**config.mk**
```make
export PLATFORM = sky130hd
export DESIGN_NAME = fetch_unit
export DESIGN_NICKNAME = d
export VERILOG_FILES = /design/src/rtl/riscv_pkg.sv /design/src/rtl/fetch_fifo.sv /design/src/rtl/fetch_unit.sv
export SDC_FILE = /design/constraint.sdc
export NUM_CORES = 1
export LEC_CHECK = 0
export ABC_AREA = 1
export BUFFER_PORTS_ARGS = -buffer_cell sky130_fd_sc_hd__buf_4
export CORE_ASPECT_RATIO = 0.5
export CORE_MARGIN = 10
export CORE_UTILIZATION = 60
export CTS_CLUSTER_SIZE = 40
export DETAILED_ROUTE_END_ITERATION = 10
export PLACE_DENSITY = 0.84
export SLEW_MARGIN = 20
export SYNTH_ARGS = -nofsm -noshare
export SYNTH_HDL_FRONTEND = slang
export SYNTH_SLANG_ARGS = --single-unit
```
**constraint.sdc**
```tcl
create_clock -name clk -period 7.9 [get_ports clk]
set_clock_uncertainty 0.2 [all_clocks]
set_input_delay 0.79 -clock clk [delete_from_list [all_inputs] [get_ports clk]]
set_output_delay 0.79 -clock clk [all_outputs]
set_load 0.02 [all_outputs]
```
**src/rtl/riscv_pkg.sv**
```systemverilog
// riscv_pkg: definitions shared by the fetch stage and its consumers.
// Holds the datapath and field widths, the major opcode constants, the
// FIFO entry layout, and a helper that extracts the 4-bit ALU Funct field.
package riscv_pkg;

    localparam int XLEN     = 32;
    localparam int OPCODE_W = 7;
    localparam int FUNCT_W  = 4;

    localparam logic [OPCODE_W-1:0] OP_LOAD   = 7'b0000011;
    localparam logic [OPCODE_W-1:0] OP_STORE  = 7'b0100011;
    localparam logic [OPCODE_W-1:0] OP_BRANCH = 7'b1100011;
    localparam logic [OPCODE_W-1:0] OP_RTYPE  = 7'b0110011;

    // One buffered fetch result: the address it was fetched from and the word.
    typedef struct packed {
        logic [XLEN-1:0] pc;
        logic [XLEN-1:0] instr;
    } fetch_entry_t;

    // ALU Funct field as consumed by ALUControl: {funct7[5], funct3}.
    function automatic logic [FUNCT_W-1:0] alu_funct(input logic [XLEN-1:0] instr);
        return {instr[30], instr[14:12]};
    endfunction

endpackage

```
**src/rtl/fetch_fifo.sv**
```systemverilog
// fetch_fifo: two-entry {pc, instr} buffer between instruction memory and decode.
// Ports:
//   clk, rst_n  - clock and synchronous active-low reset
//   push        - write push_entry this cycle
//   pop         - retire the head entry this cycle
//   flush       - discard all entries (wins over push and pop)
//   push_entry  - entry to write
//   head        - oldest entry (registered)
//   count       - number of valid entries, 0..2
// Push and pop in the same cycle are legal at any count, including when full.
module fetch_fifo
    import riscv_pkg::*;
(
    input  logic         clk,
    input  logic         rst_n,
    input  logic         push,
    input  logic         pop,
    input  logic         flush,
    input  fetch_entry_t push_entry,
    output fetch_entry_t head,
    output logic [1:0]   count
);

    fetch_entry_t head_r;
    fetch_entry_t tail_r;
    logic [1:0]   count_r;

    // Entry storage and occupancy update; the head is always slot head_r.
    always_ff @(posedge clk) begin
        if (!rst_n) begin
            head_r  <= '0;
            tail_r  <= '0;
            count_r <= 2'd0;
        end else if (flush) begin
            count_r <= 2'd0;
        end else begin
            case ({push, pop})
                2'b10: begin
                    case (count_r)
                        2'd0: begin
                            head_r  <= push_entry;
                            count_r <= 2'd1;
                        end
                        2'd1: begin
                            tail_r  <= push_entry;
                            count_r <= 2'd2;
                        end
                        default: ;
                    endcase
                end
                2'b01: begin
                    if (count_r != 2'd0) begin
                        head_r  <= tail_r;
                        count_r <= count_r - 2'd1;
                    end
                end
                2'b11: begin
                    case (count_r)
                        2'd0: begin
                            head_r  <= push_entry;
                            count_r <= 2'd1;
                        end
                        2'd1: head_r <= push_entry;
                        default: begin
                            // Full: shift the tail forward and refill it.
                            head_r <= tail_r;
                            tail_r <= push_entry;
                        end
                    endcase
                end
                default: ;
            endcase
        end
    end

    assign head  = head_r;
    assign count = count_r;

endmodule

```
**src/rtl/fetch_unit.sv**
```systemverilog
// fetch_unit: instruction fetch stage. Keeps the PC, issues one word read per
// cycle while buffer space is guaranteed, buffers responses in fetch_fifo and
// hands them to decode with a valid/ready handshake. A taken branch redirects
// the PC and flushes all instructions fetched down the old path.
// Ports:
//   clk, rst_n                 - clock and synchronous active-low reset
//   imem_req, imem_addr        - read request and word address to instruction memory
//   imem_rdata                 - read data, valid one cycle after an accepted request
//   branch_taken, branch_target- redirect pulse and new PC (bits [1:0] ignored)
//   out_valid, out_ready       - decode handshake
//   out_instr, out_pc          - head instruction and its address
//   out_opcode, out_funct      - pre-decoded opcode and ALU Funct field
module fetch_unit
    import riscv_pkg::*;
#(
    parameter logic [XLEN-1:0] RESET_PC = 32'h0000_0000,
    parameter int              DEPTH    = 2
) (
    input  logic                clk,
    input  logic                rst_n,
    output logic                imem_req,
    output logic [XLEN-1:0]     imem_addr,
    input  logic [XLEN-1:0]     imem_rdata,
    input  logic                branch_taken,
    input  logic [XLEN-1:0]     branch_target,
    output logic                out_valid,
    input  logic                out_ready,
    output logic [XLEN-1:0]     out_instr,
    output logic [XLEN-1:0]     out_pc,
    output logic [OPCODE_W-1:0] out_opcode,
    output logic [FUNCT_W-1:0]  out_funct
);

    logic [XLEN-1:0] pc_r;
    logic [XLEN-1:0] req_pc_r;
    logic            inflight_r;
    logic            drop_r;

    logic [1:0]      count_s;
    fetch_entry_t    head_s;
    fetch_entry_t    push_entry_s;
    logic            pop_s;
    logic            push_s;
    logic            issue_s;
    logic [2:0]      occupancy_s;

    fetch_fifo u_fifo (
        .clk        (clk),
        .rst_n      (rst_n),
        .push       (push_s),
        .pop        (pop_s),
        .flush      (branch_taken),
        .push_entry (push_entry_s),
        .head       (head_s),
        .count      (count_s)
    );

    // Handshake, issue and push decisions. Issue only when the buffered plus
    // in-flight instructions, after this cycle's pop, leave room for one more,
    // so a response always finds a free slot and memory never has to stall.
    always_comb begin
        out_valid    = 1'b0;
        pop_s        = 1'b0;
        issue_s      = 1'b0;
        push_s       = 1'b0;
        occupancy_s  = 3'd0;
        push_entry_s = '{pc: req_pc_r, instr: imem_rdata};
        if (rst_n) begin
            out_valid   = (count_s != 2'd0);
            pop_s       = out_valid && out_ready;
            occupancy_s = {1'b0, count_s} + {2'b00, inflight_r} - {2'b00, pop_s};
            issue_s     = !branch_taken && (occupancy_s < 3'(DEPTH));
            // A response arriving in a redirect cycle belongs to the old path.
            push_s      = inflight_r && !drop_r && !branch_taken;
        end else begin
            out_valid = 1'b0;
        end
    end

    // Decode-facing fields come straight from the FIFO head register.
    always_comb begin
        out_instr  = 32'h0000_0000;
        out_pc     = 32'h0000_0000;
        if (rst_n) begin
            out_instr = head_s.instr;
            out_pc    = head_s.pc;
        end else begin
            out_instr = 32'h0000_0000;
        end
        out_opcode = out_instr[OPCODE_W-1:0];
        out_funct  = alu_funct(out_instr);
    end

    assign imem_req  = issue_s;
    assign imem_addr = pc_r;

    // PC, outstanding-request tracking and redirect drop flag.
    always_ff @(posedge clk) begin
        if (!rst_n) begin
            pc_r       <= RESET_PC;
            req_pc_r   <= 32'h0000_0000;
            inflight_r <= 1'b0;
            drop_r     <= 1'b0;
        end else if (branch_taken) begin
            pc_r       <= branch_target & 32'hFFFF_FFFC;
            drop_r     <= inflight_r;
            inflight_r <= 1'b0;
        end else begin
            drop_r <= 1'b0;
            if (issue_s) begin
                pc_r       <= pc_r + 32'd4;
                req_pc_r   <= pc_r;
                inflight_r <= 1'b1;
            end else begin
                inflight_r <= 1'b0;
            end
        end
    end

endmodule

```
==> results.cfg <==
[global_route]
grt_overflow = 0
grt_pass1_wl_um = 41570
grtUsageTotal_pct = 23.76
grt_pass1_vias = 8465
grt_antenna_before_repair = 0
grt_start_max_net_pins = 95

[clock_network]
hold_buffers = 0
cts_tree = yes
insertion_delay_ns = 0.42
cts_buffers = 17
cts_setup_buffers = 0
clk_pin_slew_worst_paths_ns = 0.06
cts.sinks = 188
max-clock-path-buffers = 2
root_buffer = clkbuf_16
cts_resized = 0
htreeDepth = 4

[finish]
layout.nets = 1609
fill_cells = 1215
layout_commonest_cell = nand2_1
area_growth_pct = 18.96
final_cell_mix = nand2_1, inv_1, dfxtp_1, buf_4, nor2_1
n_antenna_cell = 0
drive_above_1_share_pct = 14.14

[die]
coreArea_mm2 = 0.01466
fp.dieW_um = 194.2
rows = 31
ios = 177
start_util_pct = 62.07
fp.dieH_um = 107.1
die_area_mm2 = 0.02079

[critical_path]
crit_type = reg -> out
path_max_fanout = 15
worst_setup_path_start_kind = register
crit_required_ns = 6.91
crit_top_cell = inv_1
cp-end-kind = output port
crit_arrival_ns = 3.23
cp_top_family = adder cells
worst-path-buf-inv = 4
cp_slowest_cell = fa_1
max_stage_delay_ns = 0.48
cp_cell_sequence = inv_1, ha_1, nor2_1, ha_1, or2_2, fa_1, inv_1, nor2_1, nand2_2, inv_1, buf_4

[timing]
finalSetupViolCount = 0
slew_headroom_pct = 25.66
rsz0062_at_grt = false
worst_slew_pin_slew_ns = 1.115
min_period_over_period_pct = 53.45
fin_crit_ns = 4.222
drv_slew = 0
fmax_ghz = 0.2368
final-hold-violation-count = 0
setup-tns-final_ns = 0
whs_ns = 0.2619

[yosys]
yosysUniqueCellTypes = 30
netlist_instances = 1431
syn_area_mm2 = 0.009100
syn_area_per_cell_um2 = 6.359
synth_seq_cells = 188
ys_warn_count = 0
synth_seq_area_share_pct = 41.36

[run_status]
run_status = completed

[routing]
drt.antenna.violating_nets = 0
wire_per_inst_um = 14.83
drt_iter0_drc = 673
wl_um = 25910
via_per_inst = 5.266
dr.pass1.iters = 5
drc = 0
routed-via-count = 9200

[placed_design]
dp.final_hpwl_um = 16820
port_buffers = 170
gp_congestion = 0.8730

[pwr]
cellLeakagePower_nw = 5.522
ir_drop_uv = 163.6
power.density_mw_per_mm2 = 187.9

[flow_run]
cap_violations = 0

[worst_hold_path]
hold_path_class = reg -> reg
[registers in the layout, summed over array words and instances, names as in the netlist]
name and count:
drop_r 1, imem_addr 30, inflight_r 1, req_pc_r 30
u_fifo.count 2, u_fifo.head 62, u_fifo.tail_r 62
[cell type report]
class | instances | area (um2) | share of cell area (%)
clock buffers | 19 | 442.9 | 4.092
clock inverters | 13 | 110.1 | 1.017
inverters | 203 | 767.0 | 7.085
multi-input cells | 948 | 4158 | 38.41
flip-flops and latches | 188 | 3764 | 34.77
well taps | 198 | 247.7 | 2.288
repair buffers | 178 | 1336 | 12.34
[worst min-delay path: cells and delay by family, from the launching register on]
kind             cells  cell delay [ns]
flip-flops           1             0.31
AO/OA/AOI/OAI        1             0.05
AND/OR/NAND/NOR      1             0.06
[final timing paths]
path                                   startpoint           endpoint  cells after the start  slack, ns
worst min-delay path            u_fifo.tail_r[21]  u_fifo.tail_r[21]                      2       0.26
worst max register to register    u_fifo.count[1]      imem_addr[10]                     16       3.76
worst max-delay path              u_fifo.count[1]           imem_req                     11       3.68
worst min register to register  u_fifo.tail_r[21]  u_fifo.tail_r[21]                      2       0.26
[per-layer routing]
| metal | share of wire (%) | global-route usage [%] | vias up |
|---|---|---|---|
| li1 | - | - | 4603 |
| met5 | 0 | 0 | - |
| met4 | 1.3 | 7.260 | 0 |
| met3 | 8.4 | 5.068 | 32 |
| met1 | 44 | 30.48 | 4195 |
| met2 | 46 | 39.62 | 370 |
[cells in the mapped netlist]
| master | number | area share [%] |
|---|---|---|
| a211oi_1 | 15 | 1.2 |
| a21boi_0 | 2 | 0.16 |
| a21oi_1 | 90 | 4.9 |
| a21oi_4 | 1 | 0.18 |
| a22oi_1 | 1 | 0.083 |
| a31oi_1 | 2 | 0.14 |
| and3_1 | 1 | 0.069 |
| buf_1 | 10 | 0.41 |
| buf_2 | 18 | 0.99 |
| buf_4 | 15 | 1.2 |
| clkbuf_1 | 52 | 2.1 |
| conb_1 | 1 | 0.041 |
| dfxtp_1 | 188 | 41 |
| fa_1 | 1 | 0.22 |
| ha_1 | 4 | 0.55 |
| inv_1 | 199 | 8.2 |
| inv_2 | 4 | 0.16 |
| nand2_1 | 472 | 19 |
| nand3_1 | 109 | 6.0 |
| nand3b_1 | 9 | 0.74 |
| nand4_1 | 2 | 0.14 |
| nor2_1 | 135 | 5.6 |
| nor3_1 | 1 | 0.055 |
| nor3_4 | 1 | 0.18 |
| o211ai_1 | 2 | 0.16 |
| o21ai_0 | 29 | 1.6 |
| o21ai_1 | 60 | 3.3 |
| or2_2 | 1 | 0.069 |
| xnor2_1 | 4 | 0.38 |
| xor2_1 | 2 | 0.19 |
[power breakdown]
part	internal, mW	switching, mW
registers	0.978	0.0269
clock network	0.420	0.384
logic	0.0809	0.143
[per-stage QoR]
| step | std cells | worst slack [ns] | utilization, % | power (mW) | cell area, um2 |
|---|---|---|---|---|---|
| floorplan | 1434 | 4.336 | - | 1.159 | 9111 |
| global placement | 1715 | 3.675 | 70.05 | 1.241 | 10270 |
| detailed placement | 1715 | 3.597 | 70.06 | 1.247 | 10270 |
| CTS | 1747 | 3.683 | 73.84 | 2.041 | 10830 |
| global route | 1747 | 3.435 | 73.84 | 2.111 | 10830 |
| finish | 1747 | 3.678 | 73.84 | 2.034 | 10830 |
[kinds of logic (layout without fill, tap and decap cells)]
kind of cell / Yosys count / after routing / synth area share [%]
AO/OA/AOI/OAI: 202 / 202 / 11.81
AND/OR/NAND/NOR: 731 / 731 / 32.28
other: 1 / 4 / 0.04121
XOR/XNOR: 6 / 6 / 0.5775
adder cells (fa/ha/maj): 5 / 5 / 0.7700
buffers and inverters: 298 / 413 / 13.16
flip-flops: 188 / 188 / 41.36
No activity file was read; power rests on OpenSTA's default activity.
